`src/rtl/gcd_pkg.sv`:
```
// Shared constants, FSM state encodings and a reference GCD function for gcd.
package gcd_pkg;

   localparam int GCD_WIDTH = 8;

   localparam logic [1:0] IDLE = 2'd0;
   localparam logic [1:0] CALC = 2'd1;
   localparam logic [1:0] DONE = 2'd2;

   // Modulo-based Euclid; at most a few dozen iterations for any 8-bit pair.
   function automatic logic [GCD_WIDTH-1:0] gcd_ref(input logic [GCD_WIDTH-1:0] a,
                                                    input logic [GCD_WIDTH-1:0] b);
      logic [GCD_WIDTH-1:0] p;
      logic [GCD_WIDTH-1:0] q;
      logic [GCD_WIDTH-1:0] t;
      p = a;
      q = b;
      for (int i = 0; i < 4 * GCD_WIDTH; i++) begin
         if (q != '0) begin
            t = p % q;
            p = q;
            q = t;
         end
      end
      return p;
   endfunction

endpackage

```
`src/rtl/gcd_step.sv`:
```
// One combinational GCD iteration: subtractive by default, binary (Stein) when
// GCD_STEIN_EN is defined, in which case a power-of-two shift count k rides along.
module gcd_step
   import gcd_pkg::*;
#(
   parameter int WIDTH = GCD_WIDTH,
   parameter int KW    = $clog2(WIDTH) + 1
) (
   input  logic [WIDTH-1:0] x,
   input  logic [WIDTH-1:0] y,
`ifdef GCD_STEIN_EN
   input  logic [KW-1:0]    k,
   output logic [KW-1:0]    next_k,
`endif
   output logic [WIDTH-1:0] next_x,
   output logic [WIDTH-1:0] next_y,
   output logic             finished,
   output logic [WIDTH-1:0] final_value
);

`ifdef GCD_STEIN_EN
   // NOTE: every output gets a default before any branch, so no path can infer a latch.
   always_comb begin
      next_x      = x;
      next_y      = y;
      next_k      = k;
      finished    = 1'b0;
      final_value = '0;
      if (x == '0) begin
         finished    = 1'b1;
         final_value = y << k;
      end else if (y == '0) begin
         finished    = 1'b1;
         final_value = x << k;
      end else if (x == y) begin
         finished    = 1'b1;
         final_value = x << k;
      end else if (!x[0] && !y[0]) begin
         next_x = x >> 1;
         next_y = y >> 1;
         next_k = k + KW'(1);
      end else if (!x[0]) begin
         next_x = x >> 1;
      end else if (!y[0]) begin
         next_y = y >> 1;
      end else if (x > y) begin
         // Difference of two odd values is even, so halve it in the same step.
         next_x = (x - y) >> 1;
      end else begin
         next_y = (y - x) >> 1;
      end
   end
`else
   // NOTE: every output gets a default before any branch, so no path can infer a latch.
   always_comb begin
      next_x      = x;
      next_y      = y;
      finished    = 1'b0;
      final_value = '0;
      if (x == '0) begin
         finished    = 1'b1;
         final_value = y;
      end else if (y == '0) begin
         finished    = 1'b1;
         final_value = x;
      end else if (x == y) begin
         finished    = 1'b1;
         final_value = x;
      end else if (x > y) begin
         next_x = x - y;
      end else begin
         next_y = y - x;
      end
   end
`endif

endmodule

```
`src/rtl/gcd.sv`:
```
// GCD engine: any change of a/b restarts the iteration; result/done are registered.
// Define GCD_STEIN_EN to select the binary (Stein) algorithm in gcd_step.
module gcd
   import gcd_pkg::*;
#(
   parameter int WIDTH = GCD_WIDTH
) (
   input  logic             clk,
   input  logic             rst,
   input  logic [WIDTH-1:0] a,
   input  logic [WIDTH-1:0] b,
   output logic [WIDTH-1:0] result,
   output logic             done
);

   localparam int KW = $clog2(WIDTH) + 1;

   logic [1:0]       state;
   logic [WIDTH-1:0] x, y, a_lat, b_lat;
   logic [WIDTH-1:0] next_x, next_y, final_value;
   logic             finished;
   logic             restart;

   assign restart = ({a, b} != {a_lat, b_lat}) || (state == IDLE);

`ifdef GCD_STEIN_EN
   logic [KW-1:0] k, next_k;
`endif

   gcd_step #(.WIDTH(WIDTH), .KW(KW)) u_step (
      .x           (x),
      .y           (y),
`ifdef GCD_STEIN_EN
      .k           (k),
      .next_k      (next_k),
`endif
      .next_x      (next_x),
      .next_y      (next_y),
      .finished    (finished),
      .final_value (final_value)
   );

   // NOTE: non-blocking for all state, so every register sees pre-edge values.
   always_ff @(posedge clk) begin
      if (rst) begin
         state  <= IDLE;
         result <= '0;
         done   <= 1'b0;
         x      <= '0;
         y      <= '0;
         a_lat  <= '0;
         b_lat  <= '0;
`ifdef GCD_STEIN_EN
         k      <= '0;
`endif
      end else if (restart) begin
         a_lat <= a;
         b_lat <= b;
         x     <= a;
         y     <= b;
         done  <= 1'b0;
         state <= CALC;
`ifdef GCD_STEIN_EN
         k     <= '0;
`endif
      end else if (state == CALC) begin
         // result keeps the last completed value until this pair finishes
         if (finished) begin
            result <= final_value;
            done   <= 1'b1;
            state  <= DONE;
         end else begin
            x <= next_x;
            y <= next_y;
`ifdef GCD_STEIN_EN
            k <= next_k;
`endif
         end
      end
   end

endmodule

```
`config.mk`:
```
export PLATFORM = sky130hd
export DESIGN_NAME = gcd
export DESIGN_NICKNAME = d
export VERILOG_FILES = /design/src/rtl/gcd_pkg.sv /design/src/rtl/gcd_step.sv /design/src/rtl/gcd.sv
export SDC_FILE = /design/constraint.sdc
export NUM_CORES = 1
export LEC_CHECK = 0
export ABC_AREA = 1
export CAP_MARGIN = 30
export CORE_AREA = 2 2 83 85
export DETAILED_ROUTE_END_ITERATION = 10
export DIE_AREA = 0 0 85 87
export PLACE_DENSITY = 0.6
export SLEW_MARGIN = 20
export SYNTH_ARGS = -nofsm -noshare
export SYNTH_HDL_FRONTEND = slang
export SYNTH_SLANG_ARGS = --single-unit
```
`constraint.sdc`:
```
create_clock -name clk -period 6.1 [get_ports clk]
set_input_delay 0.915 -clock clk [delete_from_list [all_inputs] [get_ports clk]]
set_output_delay 0.915 -clock clk [all_outputs]
set_load 0.03 [all_outputs]
```
After elaboration in Yosys (flattened, before gate mapping)
Cells that the tools add are included.
Word-level totals
  register bits: 42
  latch bits: 0
  RAM bits: 0
  ROM bits: 0
  input bits: 18
  output and inout bits: 9
  logic and storage cells: 55
  memories: 0
Operators by class
  add/sub/neg operators: 2
  $mul: 0
  div/mod/pow operators: 0
  $lt $le $gt $ge: 1
  equality and inequality tests: 8
  shift operators: 0
  multiplexer cells: 23
  bitwise gates (word level): 1
  reduce and logical (&&, ||, !) cells: 13
Operators with widths (number)
  $mux W8: 17
  $logic_not A8 Y1: 2
  $ne A16 B16 Y1: 1
  $sub A8 B8 Y8: 2
  $reduce_and A6 Y1: 2
  $eq A8 B8 Y1: 1
  $gt A8 B8 Y1: 1
  $ne A2 B2 Y1 const B: 4
  $mux W1: 6
  $reduce_bool A2 Y1: 3
  $reduce_and A2 Y1: 2
  $reduce_and A3 Y1: 1
  $eq A2 B1 Y1 const B: 1
  $logic_not A2 Y1: 1
  $ne A2 B1 Y1 const B: 1
  $reduce_or A2 Y1: 1
  $logic_or A1 B1 Y1: 1
  $not A1 Y1: 1

Logic depth before layout (Yosys ltp)
Gate-level depths: netlist of run 1.
  word-level depth: 8
  gate-level depth with buffers: 14
  depth with buffers taken out: 13

Cells and area by module
Synthesis of run 1 repeated with hierarchy kept, for this count alone.
Second synthesis, totals
  cell total of the unflattened synthesis: 598
  area total of the unflattened synthesis: 3543.4 µm²
By module, submodules not included
  gcd: times used 1, cells an instance 361, area an instance 2277.2 µm²
  gcd_step: times used 1, cells an instance 237, area an instance 1266.2 µm²

Worst setup path after synthesis of run 1
OpenSTA, ideal clock, no wires.
  path kind: input to register
  start point: in a[2]
  end point: reg x[3]
  setup time: 121 ps
  data arrival time: 1951 ps
  data required time: 5979 ps
  setup slack: 4028 ps
  cell stages on the path: 9
  cell sequence: xnor2_1 > nand2_1 > nor2_1 > nand3_1 > nor2_2 > inv_1 > buf_2 > nand2_1 > nand3_1
On the way
  cells in the longest elaborated chain, start to end: 4
Ends and longest elaborated chain
  start, declared: line gcd.sv:10  | input logic [WIDTH-1:0] a,
  $ne A16 B16 Y1 (*): line gcd.sv:24  | assign restart = ({a, b} != {a_lat, b_lat}) || (state == IDLE);
  $logic_or A1 B1 Y1 (*): line gcd.sv:24
  $ne A2 B2 Y1 (no source line), or another cell as far along
  $reduce_and A6 Y1 (no source line)
  end signal, assigned: line gcd.sv:73  | x <= next_x;
  end, declared: line gcd.sv:19  | logic [WIDTH-1:0] x, y, a_lat, b_lat;
Mark *: on every way between the ends. The rest lies on a longest branch, timed or not.
A chain may end at the register's enable or synchronous reset.

Final worst setup path of run 1
  start point: in b[7]
  end point: reg x[4]
On the way
  cells in the longest elaborated chain, start to end: 4
Ends and longest elaborated chain
  start, declared: line gcd.sv:11  | input logic [WIDTH-1:0] b,
  $ne A16 B16 Y1 (*): line gcd.sv:24
  $logic_or A1 B1 Y1 (*): line gcd.sv:24
  $ne A2 B2 Y1 (no source line), or another cell as far along
  $reduce_and A6 Y1 (no source line)
Marks and branches as above.

==> reports/results.ini, run 1 <==
[outcome]
run_status=completed

[power_and_ir_drop]
finalPower_w=0.000678
ir_worst_vdd_mv=0.153
p_per_area_nw_per_um2=209
p_leak_nw=1.53

[route]
routedWlPerCell_um=13.3
drc=0
ant_nets=0
totalWireLength_um=6900
drtIter0Drc=219
dr.pass1.iters=4
routed_via_density=5.01
vias=2606

[cells_and_area]
final_cell_mix=nand2_1, inv_1, nor2_1
fin_cells=520
nets=474
final_common_cell=nand2_1
drive_gt1_frac=0.100
fillerInstances=685
n_antenna_cell=0
area_delta_synth_final_pct=13.6

[timing]
setup_violations=0
whs_ps=517
rsz0062_at_grt=no
finalSetupTns_ps=0
relSlewSlack=0.529
layout_min_cycle_time_ps=2960
fin_worst_skew_ps=9.80
period_share=0.485
hold_viol=0
drv_slew=0
tightest_slew_ps=706
fmax_mhz=338
timing.final.ws_setup_ps=3140

[min_path]
hold_path_end=result[1]
worstHoldStart=result[1]
hold_depth=2
hp-class=reg -> reg

[global_route]
grt_pass1_wl_um=11500
grt_usage=0.196
antenna_found_initial=0
grt_pass1_vias=2338
grt_max_degree=27
overflow=0

[synth]
synthTopCellsByArea=dfxtp_1, nand2_1, inv_1
synth_area_per_cell_um2=6.84
synth_top_area_cell=dfxtp_1
netlist-cell-type-count=36
synthCells=418
yosysSeqAreaShare=0.294
synth_seq_cells=42
syn-cell-area_um2=2860
yosys_warnings=0
synth_top_area_frac=0.294
synthesis.nets=453

[place]
preCtsSetupSlack_ps=2850
hpwlAfterDp_um=5460
dp_cells=512
port_buffers=26
place_congestion=0.823

[critical_path]
rr_worst_depth=10
timing.rr.start=x[0]
startpoint_type=input port
crit_path_max_fanout=18
endpoint_kind=register
required_ps=6290
worstSetupPathType=in -> reg
arrival_ps=3140
reg2reg_slack_ps=3650
reg2reg_to=x[6]

[clock_network]
cts_buffers=5
clock_sinks=42
path_clk_slew_ps=80
cts_tree=yes
max-clock-path-buffers=2
cts_root_buf=clkbuf_8
cts_setup_buffers=0
postCtsHoldBufs=0
htree_levels=2
cts-resized-gates=0
clk_latency_ps=300

[floorplan]
pin_count=27
core_area_um2=6570
row_count=30
dieArea_um2=7400
die_y_um=87
initial_core_util=0.435
die_w_um=85

[job]
drv_cap=0

==> how the worst max path moves through the flow <==
stage          slack, ps  from   end  cells past startpoint
2_1_floorplan       4030  a[2]  x[3]                      9
4_1_cts             3170  a[6]  x[4]                      9
6_report            3140  b[7]  x[4]                     12
3_3_place_gp        2480   rst  x[5]                      6
5_1_grt             2880  b[7]  x[2]                     12
3_5_place_dp        2850  a[6]  x[4]                      9
==> Yosys cell counts (all sizes together) <==
cell type	instances
nand3b	1
o211ai	1
inv	61
a21o	1
nand2	117
nand3	30
a22oi	8
buf	9
o21ai	8
xor2	8
nor2	64
xnor2	7
clkinv	2
clkbuf	3
ha	15
a211oi	1
a21oi	13
nand4	15
dfxtp	42
o22ai	1
fa	2
nor3b	8
and2	1
==> logic make-up after synthesis <==
logic type / synth area share
AOI/OAI and AO/OA: 0.0731
buffers and inverters: 0.110
xor gates and xnor gates: 0.0459
and+or+nand+nor: 0.397
adders and majority gates: 0.0796
DFF: 0.294
==> through the flow <==
| step | cell area [um2] | utilization |
|---|---|---|
| floorplan | 2860 | - |
| global placement | 3140 | 0.478 |
| detailed placement | 3140 | 0.478 |
| CTS | 3250 | 0.495 |
| global route | 3250 | 0.495 |
| finish | 3250 | 0.495 |
==> area by class of cell <==
cell class	instances	area, um2	area share
clock buffer	5	68.8	0.0212
clock inverter	3	43.8	0.0135
inverter	63	238	0.0731
multi-input combinational	301	1700	0.524
sequential	42	841	0.259
tap	80	100	0.0308
timing repair buffer	26	255	0.0785
==> registers in the layout, summed over array words and instances, names as in the netlist <==
signal	flops
result	8
y	8
state	2
b_lat	8
x	8
a_lat	8
==> power by group <==
group	switching (W)	internal, W
Combinational	0.0000931	0.0000569
Clock	0.000106	0.000123
Sequential	0.0000138	0.000286
Total	0.000213	0.000466
==> routing by layer <==
layer,share of wire,vias to the layer above,track usage
li1,-,1358,-
met1,0.49,1166,0.279
met2,0.44,70,0.295
met3,0.052,12,0.0398
met4,0.018,0,0.0664
met5,0,-,0
==> worst max-delay path: stages <==
cell and delay [ps]:
clkdlybuf4s50_1 480, inv_1 60, nand2_1 100, nand2_1 60, inv_1 40, nand2_1 40, nor2_1 120, nand3_1 110
nor2_2 550, inv_1 390, nand2_1 180, nand3_1 80
No activity file was read; power rests on OpenSTA's default activity.
==> run 2, diff against run 1 <==
- PLACE_DENSITY: 0.6 -> 0.63
- clock period: 6.1 -> 2.45 ns (I/O delays scaled with it)
==> reports/results.ini, run 2 (synthesized netlist as in run 1, its figures left out) <==
[outcome]
run_status=completed

[critical_path]
critical_path.endpoint=y[5]
cp.buffers_inverters=1
endpoint_kind=register
path_common_cell=nand2_2
worstSetupPathType=reg -> reg
path_delay_family=simple AND/OR/NAND/NOR gates
arrival_ps=2510
path_cells=inv_1 -> ha_1 -> nand2_2 -> nor2_1 -> nand2_2 -> o21ai_4 -> nor2_4 -> nand3_2 -> nor2_2 -> nand2_1 -> nand3_1
timing.rr.start=y[2]
critPathMaxStageDelay_ps=430
required_ps=2690
cpMaxStageDelayCell=dfxtp_1
reg2reg_to=y[5]
startpoint_type=register
rr_worst_depth=11
cp.depth=11
reg2reg_slack_ps=180
crit_path_max_fanout=7
worstSetupStartpoint=y[2]

[route]
drtIter0Drc=170
ant_nets=0
totalWireLength_um=7330
routedWlPerCell_um=13.6
vias=2644
routed_via_density=4.91
dr.pass1.iters=5
drc=0

[clock_network]
htree_levels=2
cts-resized-gates=0
postCtsHoldBufs=0
cts_tree=yes
cts_root_buf=clkbuf_8
max-clock-path-buffers=2
cts_setup_buffers=0
path_clk_slew_ps=90
clk_latency_ps=300
cts_buffers=5
clock_sinks=42

[timing]
hold_viol=0
setup_violations=0
layout_min_cycle_time_ps=2270
rsz0062_at_grt=no
tightest_slew_ps=579
period_share=0.925
fin_worst_skew_ps=3.59
relSlewSlack=0.613
drv_slew=0
finalSetupTns_ps=0
fmax_mhz=441

[cells_and_area]
drive_gt1_frac=0.131
final_core_utilization=0.515
n_antenna_cell=0
area_delta_synth_final_pct=18.3
nets=492
fillerInstances=665
final_common_cell=nand2_1
fin_cells=538
final_cell_mix=nand2_1, inv_1, nor2_1

[floorplan]
row_count=30
die_w_um=85
core_area_um2=6570
dieArea_um2=7400
initial_core_util=0.435
pin_count=27
die_y_um=87

[global_route]
grt_pass1_wl_um=12000
grt_usage=0.208
grt_pass1_vias=2453
antenna_found_initial=0
overflow=0
grt_max_degree=26

[power_and_ir_drop]
p_leak_nw=1.61
p_per_area_nw_per_um2=478
ir_worst_vdd_mv=0.258
finalPower_w=0.00162

[job]
drv_cap=0

[place]
hpwlAfterDp_um=5800
dp_cells=530
place_congestion=0.930
port_buffers=26

[min_path]
hp-class=reg -> reg

-- run 2: cell types whose count changed in the layout (fill, tap and decap cells not counted), sizes merged --
cell | before | now
buf | 1 | 18
bufinv | 1 | 0
clkbuf | 5 | 6
clkdlybuf4s50 | 25 | 26
clkinv | 3 | 4
inv | 62 | 61
-- run 2: worst min-delay path by stage --
stage	depth (start not counted)	slack, ps	to	startpoint
floorplan	2	470	state[0]	state[0]
global placement	2	500	state[0]	state[0]
detailed placement	2	500	state[0]	state[0]
CTS	2	510	state[0]	state[0]
global route	2	530	state[0]	state[0]
finish	2	510	state[0]	state[0]
-- run 2: stage by stage --
| stage | hold WS [ps] | area [um2] | worst slack (ps) |
|---|---|---|---|
| floorplan | 467 | 2860 | 428 |
| global placement | 499 | 3280 | 166 |
| detailed placement | 499 | 3280 | 133 |
| CTS | 512 | 3360 | 99.1 |
| global route | 533 | 3380 | 45.6 |
| finish | 514 | 3380 | 184 |
-- run 2: layout make-up --
class	instances	area, um2	area share
clock buffer	6	72.6	0.0214
sequential	42	841	0.248
clock inverter	2	13.8	0.00407
multi-input combinational	301	1720	0.509
tap	80	100	0.0296
inverter	63	238	0.0702
timing repair buffer	44	395	0.117
-- run 2: power by group --
group / total (W) / internal (W) / leakage [nW] / switching (W)
clock network: 0.000464 / 0.000202 / 0.0452 / 0.000262
logic: 0.000422 / 0.000167 / 1.22 / 0.000255
registers: 0.000733 / 0.000711 / 0.348 / 0.0000213
total: 0.00162 / 0.00108 / 1.61 / 0.000539
-- run 2: per-layer routing --
| layer | up-vias | share of wire | GRT usage |
|---|---|---|---|
| met1 | 1201 | 0.50 | 0.290 |
| met3 | 10 | 0.031 | 0.0227 |
| met4 | 0 | 0.016 | 0.0722 |
| met5 | - | 0 | 0 |
| met2 | 41 | 0.46 | 0.333 |
| li1 | 1392 | - | - |
-- run 2: worst register-to-register path, cell delays in order (launching register included) --
cell and delay (ps):
dfxtp_1 430, inv_1 70, ha_1 400, nand2_2 140, nor2_1 60, nand2_2 80, o21ai_4 60, nor2_4 150
nand3_2 210, nor2_2 400, nand2_1 110, nand3_1 90
